### src/rtl/ula_pkg.sv
// Shared encodings for the ULA result-bus reader: source selects, last-source
// tracking, FSM states and the per-source enable decode.
package ula_pkg;

    localparam int unsigned WIDTH_DEFAULT = 8;

    localparam logic [1:0] SRC_LOGIC   = 2'd0;
    localparam logic [1:0] SRC_ARITH   = 2'd1;
    localparam logic [1:0] SRC_NOCARRY = 2'd2;
    localparam logic [1:0] SRC_ILLEGAL = 2'd3;

    // last_src reuses the select encoding; code 3 never owns the bus, so it means NONE
    localparam logic [1:0] SRC_NONE    = 2'd3;

    localparam logic [1:0] IDLE  = 2'd0;
    localparam logic [1:0] TURN  = 2'd1;
    localparam logic [1:0] DRIVE = 2'd2;
    localparam logic [1:0] HOLD  = 2'd3;

    // enable vector ordering: {nocarry, arith, logic}
    function automatic logic [2:0] src_enable(input logic [1:0] sel);
        logic [2:0] en;
        en = '0;
        case (sel)
            SRC_LOGIC:   en = 3'b001;
            SRC_ARITH:   en = 3'b010;
            SRC_NOCARRY: en = 3'b100;
            default:     en = '0;
        endcase
        return en;
    endfunction

endpackage

### src/rtl/ula_bus_capture.sv
// Result registers for the ULA bus reader: samples the bus on a capture strobe,
// masks the carry for non-arithmetic sources and derives the zero flag.
module ula_bus_capture
    import ula_pkg::*;
#(
    parameter int unsigned WIDTH = WIDTH_DEFAULT
) (
    input  logic             clk,
    input  logic             rst_n,
    input  logic             capture,
    input  logic             capture_err,
    input  logic             carry_en,
    input  logic [WIDTH:0]   bus_in,
    output logic [WIDTH-1:0] out_data,
    output logic             out_carry,
    output logic             out_zero,
    output logic             out_err
);

    always_ff @(posedge clk or negedge rst_n) begin
        if (!rst_n) begin
            out_data  <= '0;
            out_carry <= 1'b0;
            out_zero  <= 1'b0;
            out_err   <= 1'b0;
        end else if (capture_err) begin
            out_data  <= '0;
            out_carry <= 1'b0;
            out_zero  <= 1'b0;
            out_err   <= 1'b1;
        end else if (capture) begin
            out_data  <= bus_in[WIDTH-1:0];
            // bit WIDTH floats unless the arithmetic unit owns the bus
            out_carry <= carry_en & bus_in[WIDTH];
            out_zero  <= (bus_in[WIDTH-1:0] == '0);
            out_err   <= 1'b0;
        end
    end

endmodule

### src/rtl/ula_bus_reader.sv
// Receiving end of the ULA shared result bus: arbitrates one tri-state source at a
// time with a turnaround gap, samples after a settle delay and holds the result.
module ula_bus_reader
    import ula_pkg::*;
#(
    parameter int unsigned WIDTH         = WIDTH_DEFAULT,
    parameter int unsigned SETTLE_CYCLES = 1
) (
    input  logic             clk,
    input  logic             rst_n,
    input  logic             req_valid,
    input  logic [1:0]       req_sel,
    output logic             req_ready,
    output logic             en_logic,
    output logic             en_arith,
    output logic             en_nocarry,
    input  logic [WIDTH:0]   bus_in,
    output logic             out_valid,
    input  logic             out_ready,
    output logic [WIDTH-1:0] out_data,
    output logic             out_carry,
    output logic             out_zero,
    output logic             out_err
);

    localparam logic [3:0] SETTLE_LD = 4'(SETTLE_CYCLES);

    logic [1:0] state;
    logic [1:0] sel_q;
    logic [1:0] last_src;
    logic [3:0] cnt;
    logic [2:0] en;
    logic       accept;
    logic       capture;
    logic       capture_err;

    assign req_ready   = (state == IDLE);
    assign out_valid   = (state == HOLD);
    assign accept      = req_valid & req_ready;
    assign capture     = (state == DRIVE) && (cnt == 4'd1);
    assign capture_err = accept && (req_sel == SRC_ILLEGAL);

    assign en_logic   = en[0];
    assign en_arith   = en[1];
    assign en_nocarry = en[2];

    always_ff @(posedge clk or negedge rst_n) begin
        if (!rst_n) begin
            state    <= IDLE;
            sel_q    <= SRC_LOGIC;
            last_src <= SRC_NONE;
            cnt      <= '0;
            en       <= '0;
        end else begin
            case (state)
                IDLE: begin
                    if (accept) begin
                        sel_q <= req_sel;
                        if (req_sel == SRC_ILLEGAL) begin
                            state <= HOLD;
                        end else if (last_src != SRC_NONE && req_sel != last_src) begin
                            state <= TURN;
                        end else begin
                            state <= DRIVE;
                            cnt   <= SETTLE_LD;
                            en    <= src_enable(req_sel);
                        end
                    end
                end
                TURN: begin
                    state <= DRIVE;
                    cnt   <= SETTLE_LD;
                    en    <= src_enable(sel_q);
                end
                DRIVE: begin
                    if (cnt == 4'd1) begin
                        state    <= HOLD;
                        en       <= '0;
                        cnt      <= '0;
                        last_src <= sel_q;
                    end else begin
                        cnt <= cnt - 4'd1;
                    end
                end
                HOLD: begin
                    if (out_ready) begin
                        state <= IDLE;
                    end
                end
                default: state <= IDLE;
            endcase
        end
    end

    ula_bus_capture #(
        .WIDTH(WIDTH)
    ) u_capture (
        .clk         (clk),
        .rst_n       (rst_n),
        .capture     (capture),
        .capture_err (capture_err),
        .carry_en    (sel_q == SRC_ARITH),
        .bus_in      (bus_in),
        .out_data    (out_data),
        .out_carry   (out_carry),
        .out_zero    (out_zero),
        .out_err     (out_err)
    );

endmodule

### config.mk
export PLATFORM = sky130hd
export DESIGN_NAME = ula_bus_reader
export DESIGN_NICKNAME = d
export VERILOG_FILES = /design/src/rtl/ula_pkg.sv /design/src/rtl/ula_bus_capture.sv /design/src/rtl/ula_bus_reader.sv
export SDC_FILE = /design/constraint.sdc
export NUM_CORES = 1
export LEC_CHECK = 0
export ABC_AREA = 1
export CAP_MARGIN = 5
export CORE_UTILIZATION = 44
export DETAILED_ROUTE_END_ITERATION = 10
export HOLD_SLACK_MARGIN = 0.15
export PLACE_DENSITY = 0.74
export SLEW_MARGIN = 20
export SYNTH_ARGS = -nofsm -noshare
export SYNTH_HDL_FRONTEND = slang
export SYNTH_SLANG_ARGS = --single-unit
### constraint.sdc
create_clock -name clk -period 1.4 [get_ports clk]
set_input_delay 0.35 -clock clk [delete_from_list [all_inputs] [get_ports clk]]
set_output_delay 0.35 -clock clk [all_outputs]
set_load 0.02 [all_outputs]
# == Word-level counts from Yosys, hierarchy flattened ==
# Cells that the tools add are included.
# totals
ff_bits,24
elab_cells,68
ramBits,0
romBits,0
latch_bits,0
in_bits,15
n_memories,0
output_inout_bits,16
# op_classes
n_reduce_logical,14
div_mod_pow,0
magnitude_cmp,0
n_shift,0
n_eq_ne,16
muxes,26
n_mul,0
n_bitwise,2
n_addsub,1
# op_table
op,n
$pmux W3 S3,3
$mux W4,4
$mux W8,2
$mux W3,4
$pmux W4 S3,1
$eq A2 B2 Y1 const B,5
$mux W2,5
$logic_not A8 Y1,1
$pmux W2 S4,1
$eq A2 B1 Y1 const B,3
$logic_not A2 Y1,3
$mux W1,6
$ne A2 B1 Y1 const B,3
$ne A2 B2 Y1 const B,3
$reduce_and A5 Y1,1
$eq A4 B1 Y1 const B,1
$reduce_and A2 Y1,2
$reduce_and A4 Y1,1
$sub A4 B1 Y4 const B,1
$logic_and A1 B1 Y1,3
$reduce_and A3 Y1,1
$reduce_bool A3 Y1,1
$and A1 B1 Y1,2
$ne A2 B2 Y1,1
$reduce_bool A2 Y1,1

# == Logic depth before layout (Yosys ltp) ==
# logic_depth
ltp_word,6
depth_mapped,10
ltp_nobuf,9

# == Cells and area by module ==
# Synthesis repeated with hierarchy kept, for this count alone.
# hier_totals
cells_unflattened,168
area_unflattened_um2,1365.1
# modules_own_cells
module,area_per_inst_um2,cells_each,seq_area_each_um2,instances
ula_bus_reader,897.1,113,327.8,1
ula_bus_capture,467.9,55,275.3,1

# == Least setup slack after synthesis ==
# Ideal clock, no wire load.
# synth_timing
kind,reg-to-reg
start,reg state[0]
end,reg u_capture.out_data[5]
path_stages_with_launch,10
setup_time_ns,0.121
path_buffers,1
arrival_ns,1.479
period_less_slack_ns,1.600
path_slack_ns,-0.200
required_ns,1.279
path_cell_list,dfrtp_1 -> inv_1 -> ha_1 -> buf_6 -> nand2_4 -> nor2_4 -> inv_2 -> nand2_2 -> inv_4 -> a22o_1
# synth_via
elab_chain_len,4
word_cells_on_any_way,7
classes_between,eq/ne (1); mux (1); bitwise (1); reduce/logical (4)
# synth_rtl
element,line,rtl
start: declaration,ula_bus_reader.sv:28,logic [1:0] state;
start signal: assignment,ula_bus_reader.sv:49,state <= IDLE;
start signal: assignment,ula_bus_reader.sv:60,state <= HOLD;
start signal: assignment,ula_bus_reader.sv:62,state <= TURN;
$logic_not A2 Y1 *,ula_bus_reader.sv:37,assign req_ready = (state == IDLE);
named net req_ready,ula_bus_reader.sv:13,"output logic req_ready,"
$and A1 B1 Y1 *,ula_bus_reader.sv:39,assign accept = req_valid & req_ready;
$logic_and A1 B1 Y1 *,ula_bus_reader.sv:41,assign capture_err = accept && (req_sel == SRC_ILLEGAL);
$mux W8 or $reduce_bool A2 Y1 (tied branches),--,
end signal: assignment,ula_bus_capture.sv:32,out_data <= bus_in[WIDTH-1:0];
end: declaration,ula_bus_capture.sv:14,"output logic [WIDTH-1:0] out_data,"
# Mark *: on every way through the listed nets, which the timed path passes. The rest lies on a longest branch.
# A chain may end at the register's enable or synchronous reset.

# == Worst setup path in the final report ==
# layout_timing
start,reg state[1]
end,out out_valid
# layout_via
elab_chain_len,1
# layout_rtl
element,line,rtl
$eq A2 B2 Y1,ula_bus_reader.sv:38,assign out_valid = (state == HOLD);
end: declaration,ula_bus_reader.sv:18,"output logic out_valid,"
# No other way between the ends.

==> results.sh <==
export IMPL_ys_seq_elements=24
export IMPL_grt_antenna_before_repair=0
export IMPL_core_area_um2=2830
export IMPL_r2r_cells=10
export IMPL_grt_max_degree=25
export IMPL_cts_buffers=3
export IMPL_skew_ns=0.00591
export IMPL_grt_use_total_pct=23.1
export IMPL_drive_above_1_share_pct=42.5
export IMPL_final_hold_viol_count=0
export IMPL_setup_worst_path_start="state[1]$_DFFE_PN0P_"
export IMPL_grt_pass1_vias=1259
export IMPL_post_route_period_util_pct=111
export IMPL_clock_path_buffers=2
export IMPL_drt_pass1_iter_count=7
export IMPL_critPathKind="reg2out"
export IMPL_diodes=0
export IMPL_maxSlewViolCount=0
export IMPL_cts_sinks=24
export IMPL_failed_checks="design-rule violations, negative setup slack"
export IMPL_dieArea_um2=3280
export IMPL_place_gp_congestion=0.853
export IMPL_worst_pin_slew_ns=0.217
export IMPL_rsz0062_at_grt="true"
export IMPL_drv_cap=0
export IMPL_cp_max_fo=2
export IMPL_path_clk_slew_ns=0.15
export IMPL_initial_core_util_pct=47.5
export IMPL_clkLatencyLatePin_ns=0.34
export IMPL_synth_flop_cell="dfrtp_1"
export IMPL_vdd_ir_drop_max_uv=1280
export IMPL_hold_path_class="in2async"
export IMPL_fin_ws_ns=-0.158
export IMPL_end_kind="primary output"
export IMPL_dr_total_vias=1270
export IMPL_initialDrtViolationCount=70
export IMPL_drt_wl_total_mm=3.49
export IMPL_leakagePower_nw=0.977
export IMPL_finalSetupViolCount=20
export IMPL_syn_area_um2=1340
export IMPL_chipWidth_um=57.2
export IMPL_start_kind="flip-flop"
export IMPL_hpwl_mm=2.40
export IMPL_seq_area_frac_synth_pct=44.9
export IMPL_fmax_mhz=642
export IMPL_ctsRootBufferMaster="clkbuf_4"
export IMPL_p_total_w=0.00498
export IMPL_fp_dieH_um=57.2
export IMPL_outcome="complete, but fails checks"
export IMPL_nFillCells=197
export IMPL_crit_required_ns=1.05
export IMPL_nets=235
export IMPL_async_flop_share_pct=100
export IMPL_grt_pass1_wl_mm=5.72
export IMPL_ios=31
export IMPL_syn_num_nets=178
export IMPL_numPortBuffers=30
export IMPL_holdBufCountCts=0
export IMPL_htree_levels=1
export IMPL_p_per_area_nw_per_um2=2480
export IMPL_cts_tree="yes"
export IMPL_postSynthAreaPerCell_um2=8.61
export IMPL_regToRegStartpoint="state[1]$_DFFE_PN0P_"
export IMPL_syn_to_final_growth_pct=49.4
export IMPL_period_needed_ns=1.56
export IMPL_synth_edf_count=0
export IMPL_ys_types=27
export IMPL_synth_cells=156
export IMPL_stdcell_count=243
export IMPL_drc=3
export IMPL_arrival_ns=1.21
export IMPL_wl_per_cell_um=14.4
export IMPL_ys_warn_count=0
export IMPL_slew_headroom_pct=85.3
export IMPL_ant_nets=0
export IMPL_rows=19
export IMPL_dp_cells=231
export IMPL_post_drt_via_cell_ratio=5.23
export IMPL_grt_ovfl_total=0
## Yosys cell counts (2+ instances only)
master,n,area [µm²]
dfstp_2,2,52.6
nand3_2,3,30.0
o22ai_1,2,12.5
a21oi_1,2,10.0
a22o_1,2,17.5
nand4_1,6,37.5
o21ai_1,4,20.0
inv_1,19,71.3
nand2_2,5,31.3
nand2_1,38,143
o21ai_0,14,70.1
o31ai_1,2,15.0
nor2_1,2,7.51
dfrtp_1,22,551
nand3_1,8,40.0
nor2_4,2,22.5
nand2_4,2,22.5
inv_2,6,22.5
ha_1,7,87.6
## through the flow
| stage | setup slack (ns) | TNS [ns] | hold WS, ns | area, µm² | util [%] |
|---|---|---|---|---|---|
| global route | -0.200 | -2.93 | 0.360 | 2010 | 70.9 |
| detailed placement | -0.336 | -5.33 | 0.463 | 1820 | 64.4 |
| global placement | -0.257 | -4.56 | 0.461 | 1820 | 64.4 |
| CTS | -0.129 | -0.406 | 0.360 | 1990 | 70.4 |
| floorplan | -0.0247 | -0.0493 | 0.0544 | 1360 | - |
| finish | -0.158 | -1.32 | 0.335 | 2010 | 70.9 |
## final cells by class
type,count,area (µm²),share of cell area (%)
Multi-Input combinational cell,105,752,37.5
Sequential cell,24,603,30.1
Timing Repair Buffer,52,449,22.4
Inverter,26,103,5.12
Tap cell,31,38.8,1.93
Clock inverter,1,30.0,1.50
Clock buffer,3,22.5,1.12
Timing Repair inverter,1,7.51,0.374
## report_power, final
| part | total (W) | internal [W] | switching (W) |
|---|---|---|---|
| Combinational | 0.00321 | 0.00141 | 0.00180 |
| Clock | 0.000538 | 0.000290 | 0.000247 |
| Sequential | 0.00124 | 0.00100 | 0.000235 |
| Total | 0.00498 | 0.00270 | 0.00228 |
## worst max-delay path: stages (launching register included)
cell and delay (ns):
dfrtp_1 0.44, buf_6 0.14, ha_4 0.16, buf_6 0.12
## cell families after synthesis
logic type | count (synthesis) | share of synthesized area (%)
and+or+nand+nor | 69 | 27.1
AOI/OAI and AO/OA | 29 | 13.1
buffers and inverters | 27 | 8.29
DFF | 24 | 44.9
adders and majority gates | 7 | 6.52
## state kept, by name (all words and copies together), names as in the netlist
name and count:
cnt 4, en 3, last_src 2, sel_q 2, state 2, u_capture.out_carry 1
u_capture.out_data 8, u_capture.out_err 1, u_capture.out_zero 1
## metal layers
metal,wire (µm),vias to the layer above,global-route usage (%)
li1,-,622,-
met1,1540,611,30.9
met2,1760,31,37.1
met3,122,6,3.63
met4,72,0,10.5
met5,0,-,0
## cell usage in the layout, fill, tap and decap left out, drive strengths merged
cell type | synthesis | final
ha | 7 | 7
nor2 | 4 | 4
dfstp | 2 | 2
a21oi | 4 | 4
clkdlybuf4s50 | 0 | 14
or2 | 2 | 2
o21ai | 18 | 18
a22o | 2 | 2
nand3 | 12 | 12
buf | 1 | 24
clkinvlp | 0 | 1
o31ai | 2 | 2
inv | 26 | 26
dfrtp | 22 | 22
clkbuf | 0 | 17
nand2 | 45 | 45
nand4 | 6 | 6
o22ai | 2 | 2
a31oi | 1 | 1
bufinv | 0 | 1
## path summary, 6_finish.rpt
path                                                  end  slack (ns)
setup / recovery                                out_valid       -0.16
hold / removal                       sel_q[0]$_DFFE_PN0P_        0.33
setup reg to reg           u_capture.out_zero$_DFFE_PN0P_       -0.09
hold reg to reg                   last_src[1]$_DFFE_PN1P_        0.50
max in group asynchronous         last_src[1]$_DFFE_PN1P_        0.84
min in group clk                  last_src[1]$_DFFE_PN1P_        0.50
## what timing repair did
| item | in CTS | in global routing |
|---|---|---|
| endpoints found under the setup margin | 38 | 37 |
| setup buffers | 6 | 1 |
| gates resized for setup | 57 | 41 |
| cloned | 0 | 1 |
| pin swaps | 5 | 5 |
No activity file was read; power rests on OpenSTA's default activity.
==> variant 1 (same flow settings) <==
The package constant `WIDTH_DEFAULT` goes from 8 to 6.
--- a/src/rtl/ula_pkg.sv
+++ b/src/rtl/ula_pkg.sv
@@ -3,5 +3,5 @@
 package ula_pkg;
 
-    localparam int unsigned WIDTH_DEFAULT = 8;
+    localparam int unsigned WIDTH_DEFAULT = 6;
 
     localparam logic [1:0] SRC_LOGIC   = 2'd0;
Interface: changed (resized bus_in and out_data); port bits go from 31 to 27. No check against the original RTL was run, so the function may have changed too.
==> variant 1 against the original RTL <==
Critical endpoint unchanged. Design area down 3.6%. Cell count down 2.5%. Synthesized area down 5.0%. Worst setup slack better by 0.047 ns. Maximum frequency up 3.1%. Wire length down 11%. Sequential share of layout area down 1.5 points. Sequential cell count down 2. The flow finishes with violations (negative setup slack). Power down 12%.
==> variant 1: results <==
yosys:
  synth_commonest_cells: "nand2_1, dfrtp_1, inv_1"
  yosys-top-cells-area: "dfrtp_1, nand2_1, ha_1, o21ai_1, nand3_1"
  yosysSeqAreaShare_pct: 43.4
  syn_avg_cell_area_um2: 8.44
  synth.distinct_cells: 25
  synth_nets: 172
global_route:
  grt_pass1_vias: 1184
  gr-usage-all-layers_pct: 20.2
power:
  power.total_w: 0.00438
  peakVddDrop_mv: 1.59
  internal_power_w: 0.00238
cells_and_area:
  inverters: 23
  drive_gt1_share_pct: 36.9
  bufAreaShareNonClock_pct: 25.0
  clock_buffers: 4
  sh_seq_area_pct: 28.6
worst_setup_path:
  r2r_start: "state[0]"
  crit_arrival_ns: 1.16
  r2r-end: "cnt[1]"
placed_design:
  dp_slack_ns: -0.262
  routabilityCongestion: 0.891
  io_buffers: 26
  dp_cells: 223
  hpwl_mm: 2.22
  placed_cell_area_um2: 1710
drt:
  met2_length_mm: 1.59
  firstDrtPassIters: 6
  wl_met1_mm: 1.35
  drtIter0Drc: 37
  remaining_drc_errors: 0
clock_network:
  cts_setup_buffers: 8
  clk_pin_slew_worst_paths_ns: 0.12
  cts_resized: 37
  cts_sinks: 22
  insertion_delay_ns: 0.31
sta:
  fin_tns_setup_ns: -0.676
  skew_ns: 0.000829
  layout_setup_ws_ns: -0.111
  finalSetupViolCount: 11
run_status:
  violations: "negative setup slack"
  outcome: "finished, violations left"
==> variant 1: cell count changes after synthesis, moves of 2 or more <==
cell     change
o21ai_1     +11
inv_1        -3
o21ai_0     -11
nand2_1      -3
nand4_1      -2
a22o_1       -2
nand2_2      -2
nand3_1      +6
o31ai_1      -2
dfrtp_1      -2
==> variant 1: worst min path at each step <==
| stage | start | endpoint | slack [ns] | depth (start not counted) |
|---|---|---|---|---|
| after floorplan | rst_n | cnt[0] | 0.05 | 0 |
| after global placement | en[2] | en[2] | 0.46 | 2 |
| after detailed placement | en[1] | en[1] | 0.46 | 2 |
| after CTS | rst_n | en[1] | 0.36 | 2 |
| after global routing | rst_n | cnt[3] | 0.38 | 2 |
| final | rst_n | en[1] | 0.37 | 2 |
==> variant 1: cell families after synthesis <==
kind of cell / after synthesis / synth area share (%)
DFF: 22 / 43.4
and+or+nand+nor: 74 / 31.8
buffers and inverters: 24 / 7.66
AOI/OAI and AO/OA: 23 / 9.32
adders and majority gates: 8 / 7.85
==> variant 2 (same flow settings) <==
Made on the original files. Register the output `out_err`, without a reset; this adds one clock of latency there. The other outputs are not delayed to match.
--- a/src/rtl/ula_bus_reader.sv
+++ b/src/rtl/ula_bus_reader.sv
@@ -25,4 +25,6 @@
 
     localparam logic [3:0] SETTLE_LD = 4'(SETTLE_CYCLES);
+
+    logic out_err_d;
 
     logic [1:0] state;
@@ -105,6 +107,10 @@
         .out_carry   (out_carry),
         .out_zero    (out_zero),
-        .out_err     (out_err)
+        .out_err     (out_err_d)
     );
+
+    always_ff @(posedge clk) begin
+        out_err <= out_err_d;
+    end
 
 endmodule
Formal check against the unedited RTL: not equivalent (a bounded check fails within 4 cycles, from zero or initial values and one cycle with rst_n low).
==> variant 2 against the original RTL <==
The run still ends with design-rule violations, negative setup slack left. Register-to-register slack worse by 0.09 ns. Worst setup slack worse by 0.020 ns. Synthesized cell count grew 1.3%. Wire length rose by 2.5%. Clock skew rose by 0.0071 ns. Design area rose by 9.6%. Power increased by 5.1%. Sequential power grew 3%. Sequential cell count grew 1. Synthesized area rose by 3.8%. Count of clock-buffer cells in the layout grew 1. Maximum frequency is 1.2% lower. Largest cell class unchanged.
==> variant 2: results <==
run_status:
  outcome: "finished, violations left"
  violations: "design-rule violations, negative setup slack"
drt:
  wirelength_mm: 3.58
  remaining_drc_errors: 1
  drtIter0Drc: 43
  num_vias: 1313
  wl_per_cell_um: 13.6
power:
  p_leak_nw: 1.06
  p_switching_w: 0.00241
  power_frac_comb_pct: 69.5
  peakVddDrop_mv: 1.59
  pwr_density_cell_nw_per_um2: 2380
yosys:
  synth.distinct_cells: 32
  synth_commonest_cells: "nand2_1, dfrtp_1, inv_1"
  synthCells: 158
  yosysSeqAreaShare_pct: 44.7
  synth-async-reset-ratio_pct: 96.0
  synth_nets: 180
  yosys-top-cells-area: "dfrtp_1, nand2_1, ha_1, inv_1, o21ai_0"
cells_and_area:
  num-fill-cells: 229
  largest_register_ff_count: 8
  drive_gt1_share_pct: 44.5
  finalNetCount: 243
placed_design:
  routabilityCongestion: 0.854
  dp_slack_ns: -0.307
  dp_cells: 249
  placed_cell_area_um2: 1910
  hpwl_mm: 2.41
worst_setup_path:
  cpLargestDelayFamily: "buffers and inverters"
  crit_path_max_fanout: 3
  crit_arrival_ns: 1.82
sta:
  tightest_slew_ns: 0.268
  finalSetupViolCount: 19
  layout_setup_ws_ns: -0.178
clock_network:
  clockBufferDepth: 2
  insertion_delay_ns: 0.31
min_path:
  hold_path.class: "input port to async pin"
global_route:
  grt_pass1_wl_mm: 5.93
  antenna_found_initial: 0
==> variant 2: kinds of logic (layout without fill, tap and decap cells) <==
family,Yosys count,after routing,synth area share [%]
adder cells (fa/ha/maj),7,7,6.28
AO/OA/AOI/OAI,26,26,11.6
flip-flops,25,25,44.7
buffers and inverters,29,91,8.53
AND/OR/NAND/NOR,70,70,28.3
XOR/XNOR,1,1,0.628
==> variant 2: worst paths after layout <==
kind                              startpoint               endpoint  slack, ns  depth (start not counted)
setup / recovery                    state[0]                  en[1]      -0.18                          8
hold / removal                         rst_n  u_capture.out_data[5]       0.36                          2
setup reg to reg                    state[0]                  en[1]      -0.18                          8
hold reg to reg            u_capture.out_err                out_err       0.39                          0
max in group asynchronous              rst_n            last_src[1]       0.80                          2
min in group clk           u_capture.out_err                out_err       0.39                          0
==> variant 2: per-stage QoR <==
stage          utilization, %  setup TNS (ns)
2_1_floorplan               -         -0.0803
3_3_place_gp             63.1           -4.03
3_5_place_dp             63.1           -4.58
4_1_cts                  70.4           -2.25
5_1_grt                  72.6           -3.00
6_report                 72.6           -1.64
==> variant 2: final cells by class <==
cell class	count	area [um^2]	area share, %
multi-input combinational	104	828	37.7
sequential	25	623	28.3
timing repair buffer	59	548	24.9
inverter	28	118	5.35
tap	44	55.1	2.50
clock buffer	4	26.3	1.20
==> variant 2: timing repair <==
action | in CTS | in global routing
gates resized for setup | 60 | 51
hold buffers | 0 | 0
pin swaps | 13 | 13
hold endpoints to repair | 0 | 0
setup endpoints to repair | 35 | 38
buffers inserted | 13 | 1
==> variant 2: layer usage <==
layer  vias up  GRT usage, %  wire length (um)
met3        10          3.57               175
met2        47          42.2              1830
met5         -             0                 0
met1       620          27.3              1500
met4         0          7.14                73
li1        636             -                 -
